### config.mk
export PLATFORM = sky130hd
export DESIGN_NAME = lift_scan_scheduler
export DESIGN_NICKNAME = d
export VERILOG_FILES = /design/src/rtl/lift_pkg.sv /design/src/rtl/lift_dwell_timer.sv /design/src/rtl/lift_scan_scheduler.sv
export SDC_FILE = /design/constraint.sdc
export NUM_CORES = 1
export LEC_CHECK = 0
export ABC_AREA = 1
export CAP_MARGIN = 30
export CORE_UTILIZATION = 55
export DETAILED_ROUTE_END_ITERATION = 10
export HOLD_SLACK_MARGIN = 0.05
export PLACE_DENSITY = 0.88
export SLEW_MARGIN = 20
export SYNTH_ARGS = -nofsm -noshare
export SYNTH_HDL_FRONTEND = slang
export SYNTH_HIERARCHICAL = 1
export SYNTH_SLANG_ARGS = --single-unit
### constraint.sdc
create_clock -name clk -period 4.7 [get_ports clk]
set_input_delay 0.94 -clock clk [delete_from_list [all_inputs] [get_ports clk]]
set_output_delay 0.94 -clock clk [all_outputs]
set_load 0.03 [all_outputs]
### src/rtl/lift_pkg.sv
// Shared encodings and helpers for the lift scan scheduler.
package lift_pkg;

  localparam int unsigned FLOOR_W = 3;
  localparam int unsigned DIR_W   = 2;

  typedef logic [DIR_W-1:0] dir_t;

  localparam dir_t DIR_IDLE = 2'b00;
  localparam dir_t DIR_UP   = 2'b01;
  localparam dir_t DIR_DOWN = 2'b10;

  typedef enum logic [1:0] {
    ST_IDLE = 2'd0,
    ST_MOVE = 2'd1,
    ST_DOOR = 2'd2
  } state_e;

  // SCAN choice: keep the preferred sweep if work lies that way, else reverse.
  // An idle preference sweeps up first.
  function automatic dir_t pick_dir(input dir_t pref, input logic any_up, input logic any_down);
    dir_t d;
    d = DIR_IDLE;
    if (pref == DIR_DOWN) begin
      if (any_down)    d = DIR_DOWN;
      else if (any_up) d = DIR_UP;
    end else begin
      if (any_up)        d = DIR_UP;
      else if (any_down) d = DIR_DOWN;
    end
    return d;
  endfunction

endpackage

### src/rtl/lift_dwell_timer.sv
// Down-counter shared by travel and door dwell; done while the count is zero.
module lift_dwell_timer #(
  parameter int unsigned W = 4
) (
  input  logic         clk,
  input  logic         rst_n,
  input  logic         load,
  input  logic [W-1:0] value,
  input  logic         tick,
  output logic         done
);

  logic [W-1:0] count_q;

  always_ff @(posedge clk) begin
    if (!rst_n)                       count_q <= '0;
    else if (load)                    count_q <= value;
    else if (tick && count_q != '0)   count_q <= count_q - W'(1);
  end

  assign done = (count_q == '0);

endmodule

### src/rtl/lift_scan_scheduler.sv
// Single-car SCAN scheduler: latches calls, sequences travel and door dwell,
// and owns the car's floor and direction.
module lift_scan_scheduler
  import lift_pkg::*;
#(
  parameter int unsigned NUM_FLOORS    = 3,
  parameter int unsigned TRAVEL_CYCLES = 8,
  parameter int unsigned DOOR_CYCLES   = 4
) (
  input  logic                  clk,
  input  logic                  rst_n,
  input  logic [NUM_FLOORS-1:0] hall_call,
  input  logic [NUM_FLOORS-1:0] cab_call,
  input  logic                  door_obstruct,
  output logic [NUM_FLOORS-1:0] pending,
  output logic [FLOOR_W-1:0]    current_floor,
  output logic [DIR_W-1:0]      direction,
  output logic                  moving,
  output logic                  door_open,
  output logic                  arrived
);

  localparam int unsigned MAX_CYC = (TRAVEL_CYCLES > DOOR_CYCLES) ? TRAVEL_CYCLES : DOOR_CYCLES;
  localparam int unsigned TMR_W   = (MAX_CYC > 1) ? $clog2(MAX_CYC) : 1;

  localparam logic [TMR_W-1:0]   TRAVEL_LOAD = TMR_W'(TRAVEL_CYCLES - 1);
  localparam logic [TMR_W-1:0]   DOOR_LOAD   = TMR_W'(DOOR_CYCLES - 1);
  localparam logic [FLOOR_W-1:0] TOP_FLOOR   = FLOOR_W'(NUM_FLOORS - 1);

  state_e                  state_q, state_d;
  logic [FLOOR_W-1:0]      floor_q, floor_d, step_floor;
  dir_t                    dir_q, dir_d, pick;
  logic [NUM_FLOORS-1:0]   pending_q, pending_d;
  logic [NUM_FLOORS-1:0]   req, here_bit, step_bit, above_mask, below_mask, served;
  logic                    req_here, req_above, req_below, step_hit, at_limit;
  logic                    moving_q, door_q, arrived_q;
  logic                    tmr_load, tmr_tick, tmr_done;
  logic [TMR_W-1:0]        tmr_value;

  lift_dwell_timer #(.W(TMR_W)) u_timer (
    .clk   (clk),
    .rst_n (rst_n),
    .load  (tmr_load),
    .value (tmr_value),
    .tick  (tmr_tick),
    .done  (tmr_done)
  );

  // Request view relative to the car: here, above, below, and the next floor in travel.
  always_comb begin
    req        = pending_q | hall_call | cab_call;
    above_mask = '0;
    below_mask = '0;
    for (int i = 0; i < NUM_FLOORS; i++) begin
      above_mask[i] = (FLOOR_W'(i) > floor_q);
      below_mask[i] = (FLOOR_W'(i) < floor_q);
    end
    here_bit   = NUM_FLOORS'(1) << floor_q;
    step_floor = (dir_q == DIR_DOWN) ? floor_q - FLOOR_W'(1) : floor_q + FLOOR_W'(1);
    step_bit   = NUM_FLOORS'(1) << step_floor;
    req_here   = |(req & here_bit);
    req_above  = |(req & above_mask);
    req_below  = |(req & below_mask);
    step_hit   = |(req & step_bit);
    at_limit   = ((dir_q == DIR_UP)   && (floor_q == TOP_FLOOR)) ||
                 ((dir_q == DIR_DOWN) && (floor_q == '0)) ||
                 (dir_q == DIR_IDLE);
  end

  // Next-state, timer control and request clearing.
  always_comb begin
    state_d   = state_q;
    floor_d   = floor_q;
    dir_d     = dir_q;
    tmr_load  = 1'b0;
    tmr_tick  = 1'b0;
    tmr_value = TRAVEL_LOAD;
    pick      = pick_dir(dir_q, req_above, req_below);

    unique case (state_q)
      ST_IDLE: begin
        dir_d = DIR_IDLE;
        if (req_here) begin
          state_d   = ST_DOOR;
          tmr_load  = 1'b1;
          tmr_value = DOOR_LOAD;
        end else if (pick != DIR_IDLE) begin
          state_d  = ST_MOVE;
          dir_d    = pick;
          tmr_load = 1'b1;
        end
      end
      ST_MOVE: begin
        tmr_tick = 1'b1;
        if (tmr_done) begin
          tmr_load = 1'b1;
          if (!at_limit) begin
            floor_d = step_floor;
            if (step_hit) begin
              state_d   = ST_DOOR;
              tmr_value = DOOR_LOAD;
            end
          end
        end
      end
      ST_DOOR: begin
        tmr_tick = 1'b1;
        if (door_obstruct || req_here) begin
          tmr_load  = 1'b1;
          tmr_value = DOOR_LOAD;
        end else if (tmr_done) begin
          if (pick != DIR_IDLE) begin
            state_d  = ST_MOVE;
            dir_d    = pick;
            tmr_load = 1'b1;
          end else begin
            state_d = ST_IDLE;
            dir_d   = DIR_IDLE;
          end
        end
      end
      default: state_d = ST_IDLE;
    endcase

    // The door floor is served in the arrival cycle too, so a same-cycle call is absorbed.
    served = '0;
    if (state_q == ST_DOOR || state_d == ST_DOOR) served = NUM_FLOORS'(1) << floor_d;
    pending_d = req & ~served;
  end

  always_ff @(posedge clk) begin
    if (!rst_n) begin
      state_q   <= ST_IDLE;
      floor_q   <= '0;
      dir_q     <= DIR_IDLE;
      pending_q <= '0;
      moving_q  <= 1'b0;
      door_q    <= 1'b0;
      arrived_q <= 1'b0;
    end else begin
      state_q   <= state_d;
      floor_q   <= floor_d;
      dir_q     <= dir_d;
      pending_q <= pending_d;
      moving_q  <= (state_d == ST_MOVE);
      door_q    <= (state_d == ST_DOOR);
      arrived_q <= (state_d == ST_DOOR) && (state_q != ST_DOOR);
    end
  end

  assign pending       = pending_q;
  assign current_floor = floor_q;
  assign direction     = dir_q;
  assign moving        = moving_q;
  assign door_open     = door_q;
  assign arrived       = arrived_q;

  // The car must never be asked to step past the end floors.
  a_no_overrun: assert property (@(posedge clk) disable iff (!rst_n)
    !(state_q == ST_MOVE && tmr_done && at_limit));
  a_floor_range: assert property (@(posedge clk) disable iff (!rst_n)
    floor_q <= TOP_FLOOR);

endmodule

# --- After elaboration in Yosys (flattened, before gate mapping) ---
# Index checks and enable logic that the tools add are counted.
totals:
  in_bits: 9
  out_inout_bits: 11
  elab_cells: 99
  reg_bits: 16
classes:
  n_eq_ne: 10
  bitwise: 8
  n_lt_le_gt_ge: 6
  mux: 39
  n_addsub: 3
  n_reduce_logical: 22
  shifts: 3
op_table:
  columns: ["op", "n"]
  rows:
  - ["$mux 3", 12]
  - ["$mux 2", 15]
  - ["$and 3x3->3", 5]
  - ["$reduce_or 3->1", 4]
  - ["$pmux 3 s3", 1]
  - ["$shl 1x3->3 const A", 3]
  - ["$mux 1", 8]
  - ["$eq 2x1->1 const B", 3]
  - ["$eq 2x2->1 const B", 3]
  - ["$gt 1x3->1 const A", 2]
  - ["$logic_not 3->1", 2]
  - ["$lt 1x3->1 const A", 2]
  - ["$ne 2x2->1 const B", 3]
  - ["$or 3x3->3", 2]
  - ["$pmux 2 s3", 1]
  - ["$reduce_bool 2->1", 3]
  - ["$sub 3x1->3 const B", 2]
  - ["$logic_and 1x1->1", 4]
  - ["$logic_not 2->1", 2]
  - ["$logic_or 1x1->1", 4]
  - ["$pmux 2 s2", 1]
  - ["$add 3x1->3 const B", 1]
  - ["$eq 3x2->1 const B", 1]
  - ["$gt 2x3->1 const A", 1]
  - ["6 further kinds", 6]

# --- Depth between registers and ports, before layout ---
# Gate-level depths: netlist (run 1).
depth:
  depth_word: 17
  ltp_mapped: 18
  ltp_nobuf: 18

# --- By module ---
# Netlist (run 1), hierarchy kept.
by_module_without_submodules:
  columns: ["module", "area_each_um2", "instances", "cells_each"]
  rows:
  - ["lift_scan_scheduler", 1063.5, 1, 169]
  - ["lift_dwell_timer", 197.7, 1, 33]

# --- Least setup slack after synthesis (run 1) ---
# No wires, ideal clock.
synth_timing:
  kind: "input port to flip-flop"
  start: "in hall_call[1]"
  end: "reg u_timer.count_q[1]"
  path_buffers: 0
  path_slack_ns: 2.439
  required_time_ns: 4.588
  setup_ns: 0.112
  cell_stages: 13
  arrival_ns: 2.150
  path_cell_list: "nor2_1 -> nand2_1 -> nand2_1 -> nand3_2 -> clkinv_2 -> nand2_1 -> nand2_1 -> a31oi_1 -> inv_2 -> nand2_1 -> inv_1 -> nor2_1 -> nor2_1"
synth_via:
  elab_chain_cells: 13
synth_lines:
  columns: ["element", "line_no", "rtl"]
  rows:
  - ["start: declaration", "lift_scan_scheduler.sv:12", "input logic [NUM_FLOORS-1:0] hall_call,"]
  - ["$or 3x3->3 * (2 in series)", "lift_scan_scheduler.sv:51", "req = pending_q | hall_call | cab_call;"]
  - ["$and 3x3->3 (on tied branches)", "lift_scan_scheduler.sv:62, lift_scan_scheduler.sv:63", null]
  - ["$reduce_or 3->1 (on tied branches)", "lift_scan_scheduler.sv:62, lift_scan_scheduler.sv:63", null]
  - ["$mux 1 or $mux 2 (tied branches)", "lift_pkg.sv:26, lift_pkg.sv:29", null]
  - ["$mux 2 (on tied branches)", "lift_pkg.sv:25, lift_pkg.sv:28", null]
  - ["$mux 2", "lift_pkg.sv:24", "if (pref == DIR_DOWN) begin"]
  - ["$reduce_bool 2->1", "lift_scan_scheduler.sv:87, lift_scan_scheduler.sv:112", null]
  - ["$mux 1", "lift_scan_scheduler.sv:87, lift_scan_scheduler.sv:112", null]
  - ["$mux 1", "lift_scan_scheduler.sv:111", "end else if (tmr_done) begin"]
  - ["$mux 1", "lift_scan_scheduler.sv:108", "if (door_obstruct || req_here) begin"]
  - ["$pmux 1 s3 *", "lift_scan_scheduler.sv:80", "unique case (state_q)"]
  - ["named net tmr_load", "lift_scan_scheduler.sv:37", "logic tmr_load, tmr_tick, tmr_done;"]
  - ["$mux 3 or $reduce_bool 2->1 (tied branches)", null, null]
  - ["end signal: assignment", "lift_dwell_timer.sv:17", "else if (load) count_q <= value;"]
  - ["end signal: assignment", "lift_dwell_timer.sv:18", "else if (tick && count_q != '0) count_q <= count_q - W'(1);"]
  - ["end: declaration", "lift_dwell_timer.sv:13", "logic [W-1:0] count_q;"]
# The timed path passes the listed nets; every way through them passes the cells marked *.
# A chain may end at the register's enable or synchronous reset.

# --- Worst setup path after layout (run 1) ---
# Same ends and word-level chain as after synthesis.

==> results of run 1 <==
## registers in the layout (all words and copies together) (netlist names)
signal	count
state_q	2
pending	3
door_open	1
moving	1
arrived	1
u_timer/count_q	3
current_floor	3
direction	2
## power by group through the flow
stage | clock (uW) | combinational (uW) | sequential, uW
2_1_floorplan | 0 | 111 | 182
3_3_place_gp | 0 | 165 | 165
3_5_place_dp | 0 | 170 | 165
4_1_cts | 95.7 | 170 | 162
5_1_grt | 100 | 194 | 164
6_report | 95.1 | 173 | 162
## cell families after synthesis
logic type,count (synthesis),share of synthesized area (%)
other cells,1,0.297
simple gates,119,41.3
flops,16,25.4
buf+inv,32,11.9
fa+ha+maj,11,10.9
compound gates,22,9.52
xor+xnor,1,0.695
## path summary, 6_finish.rpt
path                         to  depth (start not counted)
max reg2reg  u_timer/count_q[1]                         15
max          u_timer/count_q[1]                         14
min                direction[1]                          2
min reg2reg        direction[1]                          2
## routing by layer
metal / vias up / global-route usage, % / routed length [um]
li1: 671 / - / -
met1: 558 / 35.7 / 1340
met2: 52 / 42.8 / 1310
met3: 5 / 4.32 / 224
met4: 0 / 9.52 / 38
met5: - / 0 / 0
## layout make-up
type | instances | area (um2) | share of cell area, %
Timing Repair Buffer | 19 | 190 | 12.7
Clock buffer | 4 | 36.3 | 2.43
Tap cell | 27 | 33.8 | 2.26
Sequential cell | 16 | 320 | 21.5
Multi-Input combinational cell | 155 | 795 | 53.2
Inverter | 31 | 118 | 7.88
## cell usage in the layout (no fill, tap or decap), types with 2 or more instances in the layout
cell type / synthesis / layout
nand3_2: 3 / 3
nor2_1: 23 / 23
dfxtp_1: 16 / 16
nor2_2: 2 / 2
o21ai_0: 9 / 9
inv_2: 3 / 3
clkdlybuf4s50_1: 0 / 19
inv_1: 27 / 27
clkbuf_4: 0 / 3
ha_1: 11 / 11
conb_1: 1 / 2
nand2_2: 6 / 6
a21oi_1: 9 / 9
nand2_1: 66 / 66
nand3_1: 15 / 15
## metrics by stage
| stage | util, % | cells |
|---|---|---|
| final | 72.4 | 252 |
| after global routing | 72.4 | 252 |
| after CTS | 72.4 | 252 |
| after detailed placement | 70.6 | 248 |
| after global placement | 70.6 | 248 |
| after floorplan | - | 203 |
## worst max-delay path: cells and delay by family
family                 cells  cell delay [ns]
AND/OR/NAND/NOR            9             0.84
buffers and inverters      4             0.72
AO/OA/AOI/OAI              1             0.41
==> results.md, run 1 <==
- Outcome: complete, no violations
- Clk pwr share: 22.2%
- Num CTS Buffers: 3
- CTS resizes: 0
- HP Start: direction[1]
- Area delta synth->final: 18.4%
- Synth warn: 6
- CP max stage cell: clkdlybuf4s50_1
- Yosys top cell by area: dfxtp_1
- R2r setup slk: 2.37 ns
- Clk sinks: 16
- Row count: 16
- Max-slew violation count: 0
- Final setup margin: 2.00 ns
- Worst hold path type: reg -> reg
- Hold_ws: 0.508 ns
- Final instance area: 0.00149 mm2
- Final count of hold timing violations: 0
- DP Worst Slack: 1.70 ns
- Die ar.: 0.00249 mm2
- Pwr dens: 288 mW/mm2
- Nets: 246
- Main synth FF type: dfxtp_1
- MaxCap Viol Count: 0
- Sequential power share: 37.6%
- Tcrit/Tclk final: 57.5%
- Layout cell share with drive strength beyond 1: 9.33%
- Clock buffer depth: 2
- Max VDD drop: 0.215 mV
- Final Routed Wirelength: 2.92 mm
- Post-CTS setup buffers: 0
- Clk slew on worst S/H paths: 0.10 ns
- Cell variety after synth: 24
- Root Driver: clkbuf_4
- Int Power: 263 uW
- Area contributors post-synth: dfxtp_1 25%, nand2_1 20%, ha_1 11%
- Starting Density: 61.2%
- Drt first pass iters: 4
- Worst setup path start: hall_call[1]
- Most frequent CP cell: nand2_1
- FMAX: 370 MHz
- Initial DRC count: 58
- Initial antenna violation count: 0
- List of most frequent post-synthesis cells: 66 x nand2_1, 27 x inv_1, 23 x nor2_1, 16 x dfxtp_1, 15 x nand3_1
- Routed Antenna Nets: 0
- Clock latency on the worst-skew pair: 0.29 ns
- RSZ-0062 raised after global routing: no
- Leakage power: 0.000781 uW
- Setup-failing EPs final: 0
- # DRC: 0
- R2R Path Start: current_floor[1]
- Worst Setup End Kind: register
- Number of top-level pins: 20
- Diodes inserted: 0
- Crit-path cells: clkdlybuf4s50_1 > nor2_1 > nand2_1 > nand2_1 > nand3_2 > clkinv_2 > nand2_1 > nand2_1 > a31oi_1 > inv_2 > nand2_1 > inv_1 > nor2_1 > nor2_1
- Clk_skew: 0.000790 ns
- Post-synth EDFFs: 0
- Area of the mapped netlist: 0.00126 mm2
- Comb pwr share: 40.2%
- Mean Syn Cell Area: 6.24 um2
- Critical path class: in -> reg
- CTS Hold Bufs: 0
- Asr flop ratio synth: 0%
- IO Port Bufs: 19
- GPL Wtd Cong: 1.00
- Power, Total: 430 uW
- Core Footprint: 0.00206 mm2
- Overflow after GRT: 0
- Area share of the largest cell type after synthesis: 25.4%
- Die width: 49.9 um
- HPWL after detailed placement: 2.34 mm
- Sw Ratio: 38.7%
- Die H: 49.9 um
- Vias in the first global route: 1177
- H-tree depth: 1
- Minimum clock period after layout: 2.70 ns
- Pin count of the biggest net entering global routing: 10
- Placed Area: 0.00146 mm2
- Most common cell in the synthesized netlist: nand2_1
- Worst Path Required: 4.90 ns
- Startpoint type of the worst setup path: input port
- Routed length per instance: 11.6 um
- Cells after synthesis: 202
- Post-synthesis sequential area ratio: 25.4%
- Worst path max stage delay: 0.45 ns
- Via Count: 1286
- Post-DR vias/cell: 5.10
- Sw power: 166 uW
- Total GRT Usage: 26.7%
- Worst-path maximum fanout: 6
- Number of synthesized register bits: 16
- Fillers: 186
- Critical path arrival: 2.90 ns
- Global-route wire length before repair: 5.03 mm
- Setup TNS: 0 ns
- TritonCTS clock tree: yes
(Power assumes the default switching activity.)
==> run 2: changes to the inputs <==
CORE_UTILIZATION = 48   (was 55)
PLACE_DENSITY = 0.81   (was 0.88)
clock period = 2.4 ns   (was 4.7 ns; I/O delays follow)
==> run 2 against run 1 <==
  * Critical path depth increased by 1
  * First-iteration DRC count decreased by 17%
  * Clock-buffer cell count unchanged
  * Sequential share of layout area decreased by 0.27 points
  * Sequential power increased by 96%
  * Critical path type is now reg -> reg
  * Critical endpoint is now u_timer/count_q[0]
  * Largest power group unchanged
  * Highest routed layer unchanged
==> results.md, run 2 (synthesized netlist as in run 1, its figures left out) <==
- Clk slew on worst S/H paths: 0.10 ns (about the same)
- Max-slew violation count: 0 (unchanged)
- Overflow after GRT: 0 (unchanged)
- Crit-path cells: inv_1 > ha_1 > inv_1 > nor2_1 > nand3b_1 > nand3_2 > nor2_2 > nand2_1 > nand2_1 > a31oi_1 > buf_4 > inv_2 > nand2_1 > nor2_1 > nor2_2 (was clkdlybuf4s50_1 > nor2_1 > nand2_1 > nand2_1 > nand3_2 > clkinv_2 > nand2_1 > nand2_1 > a31oi_1 > inv_2 > nand2_1 > inv_1 > nor2_1 > nor2_1)
- Post-DR vias/cell: 4.98 (was 5.10)
- RSZ-0062 raised after global routing: no (unchanged)
- Final setup margin: 0.279 ns (was 2.00 ns)
- Commonest non-fill, non-tap cell in the layout: nand2_1 (unchanged)
- Initial antenna violation count: 0 (unchanged)
- Worst-path maximum fanout: 6 (unchanged)
- Final count of hold timing violations: 0 (unchanged)
- Clk sinks: 16 (unchanged)
- IO Port Bufs: 19 (unchanged)
- Clk_skew: 0.00242 ns (was 0.000790 ns)
- Row count: 18 (was 16)
- Routed length per instance: 10.3 um (was 11.6 um)
- Worst path max stage delay: 0.37 ns (was 0.45 ns)
- Global-route wire length before repair: 4.57 mm (was 5.03 mm)
- CTS resizes: 0 (unchanged)
- # DRC: 0 (unchanged)
- Clock buffer depth: 2 (unchanged)
- Routed Antenna Nets: 0 (unchanged)
- GPL Wtd Cong: 0.953 (was 1.00)
- CTS Hold Bufs: 0 (unchanged)
- FMAX: 471 MHz
- Worst hold path type: reg -> reg (unchanged)
- Post-CTS setup buffers: 0 (unchanged)
- DP Worst Slack: 0.0528 ns (was 1.70 ns)
- Diodes inserted: 0 (unchanged)
- Starting Density: 50.9% (was 61.2%)
- Met3 usage: 3.45% (was 4.32%)
- Die ar.: 0.00284 mm2 (was 0.00249 mm2)
- Clock latency on the worst-skew pair: 0.29 ns (about the same)
- Via Count: 1279 (was 1286)
- Met2 Use GR: 35.0% (was 42.8%)
- Vias in the first global route: 1058 (was 1177)
- Root Driver: clkbuf_4 (unchanged)
- Setup TNS: 0 ns (unchanged)
- HPWL after detailed placement: 2.07 mm (was 2.34 mm)
- Layout cell share with drive strength beyond 1: 10.1% (was 9.33%)
- Area delta synth->final: 19.8% (was 18.4%)
- Tcrit/Tclk final: 88.4%
- R2r setup slk: 0.28 ns (was 2.37 ns)
- Total GRT Usage: 22.4% (was 26.7%)
- Commonest cells after routing, fill and taps aside: 66 x nand2_1, 27 x inv_1, 23 x nor2_1, 19 x clkdlybuf4s50_1, 16 x dfxtp_1 (unchanged)
- Critical path class: reg -> reg (was in -> reg)
- CP max stage cell: dfxtp_1 (was clkdlybuf4s50_1)
- MaxCap Viol Count: 0 (unchanged)
- Pwr dens: 553 mW/mm2 (was 288 mW/mm2)
- Max VDD drop: 0.470 mV (was 0.215 mV)
- Outcome: complete, no violations (unchanged)
- Worst Setup End Kind: register (unchanged)
- Pin count of the biggest net entering global routing: 10 (unchanged)
- Number of top-level pins: 20 (unchanged)
- Die H: 53.3 um (was 49.9 um)
- Num CTS Buffers: 3 (unchanged)
- Most frequent CP cell: nand2_1 (unchanged)
- Critical path arrival: 2.32 ns (was 2.90 ns)
- Met1 Track Usage GR: 30.2% (was 35.7%)
- Minimum clock period after layout: 2.12 ns
- Final instance area: 0.00151 mm2 (was 0.00149 mm2)
- Startpoint type of the worst setup path: register (was input port)
- Most Crowded Layer GR: met2 (unchanged)
- Die width: 53.3 um (was 49.9 um)
- Worst Path Required: 2.60 ns (was 4.90 ns)
- Leakage power: 0.000790 uW (was 0.000781 uW)
- Drt first pass iters: 4 (unchanged)
- Final Routed Wirelength: 2.65 mm (was 2.92 mm)
- Initial DRC count: 48 (was 58)
- Core Footprint: 0.00248 mm2 (was 0.00206 mm2)
- Placed Area: 0.00148 mm2 (was 0.00146 mm2)
- H-tree depth: 1 (unchanged)
- Nets: 248 (was 246)
- Setup-failing EPs final: 0 (unchanged)
- TritonCTS clock tree: yes (unchanged)
==> run 2: cell count changes in the layout (fill, tap and decap cells not counted) <==
cell,before,now
buf_4,0,2
==> run 2: worst max-delay path: cells and delay by family, from the launching register on <==
family,cells,cell delay (ns)
and+or+nand+nor,9,0.97
buffers and inverters,4,0.43
DFF,1,0.37
adders and majority gates,1,0.17
AOI/OAI and AO/OA,1,0.08
==> run 2: worst paths after layout <==
check	start	to	cells after the start
worst min-delay path	direction[1]	direction[1]	2
worst max register to register	current_floor[1]	u_timer/count_q[0]	15
worst min register to register	direction[1]	direction[1]	2
worst max-delay path	current_floor[1]	u_timer/count_q[0]	15
==> run 2: power breakdown <==
part / internal (uW) / leakage, uW / switching, uW
sequential: 299 / 0.000132 / 19.3
combinational: 130 / 0.000638 / 206
clock: 92.6 / 0.0000210 / 90.6
total: 521 / 0.000790 / 315
==> run 2: metrics by stage <==
stage | instances | hold WS, ns | utilization [%] | power [uW]
final | 257 | 0.548 | 61.0 | 836
after floorplan | 203 | 0.486 | - | 574
after CTS | 257 | 0.539 | 61.0 | 843
after global placement | 253 | 0.515 | 59.5 | 655
after detailed placement | 253 | 0.523 | 59.5 | 658
after global routing | 257 | 0.566 | 61.0 | 894
==> run 2: final cells by class <==
cell class              instances  area [um2]
fillers                       240         966
multi-input cells             155         795
flip-flops and latches         16         320
repair buffers                 21         205
inverters                      31         118
well taps                      30        37.5
clock buffers                   4        36.3
==> run 2: layer usage <==
metal,part of all wire [%],routed length [um],vias to the layer above
met5,0,0,-
met4,1.1,29,0
met3,7.2,191,3
met2,44,1160,49
met1,48,1270,555
li1,-,-,672
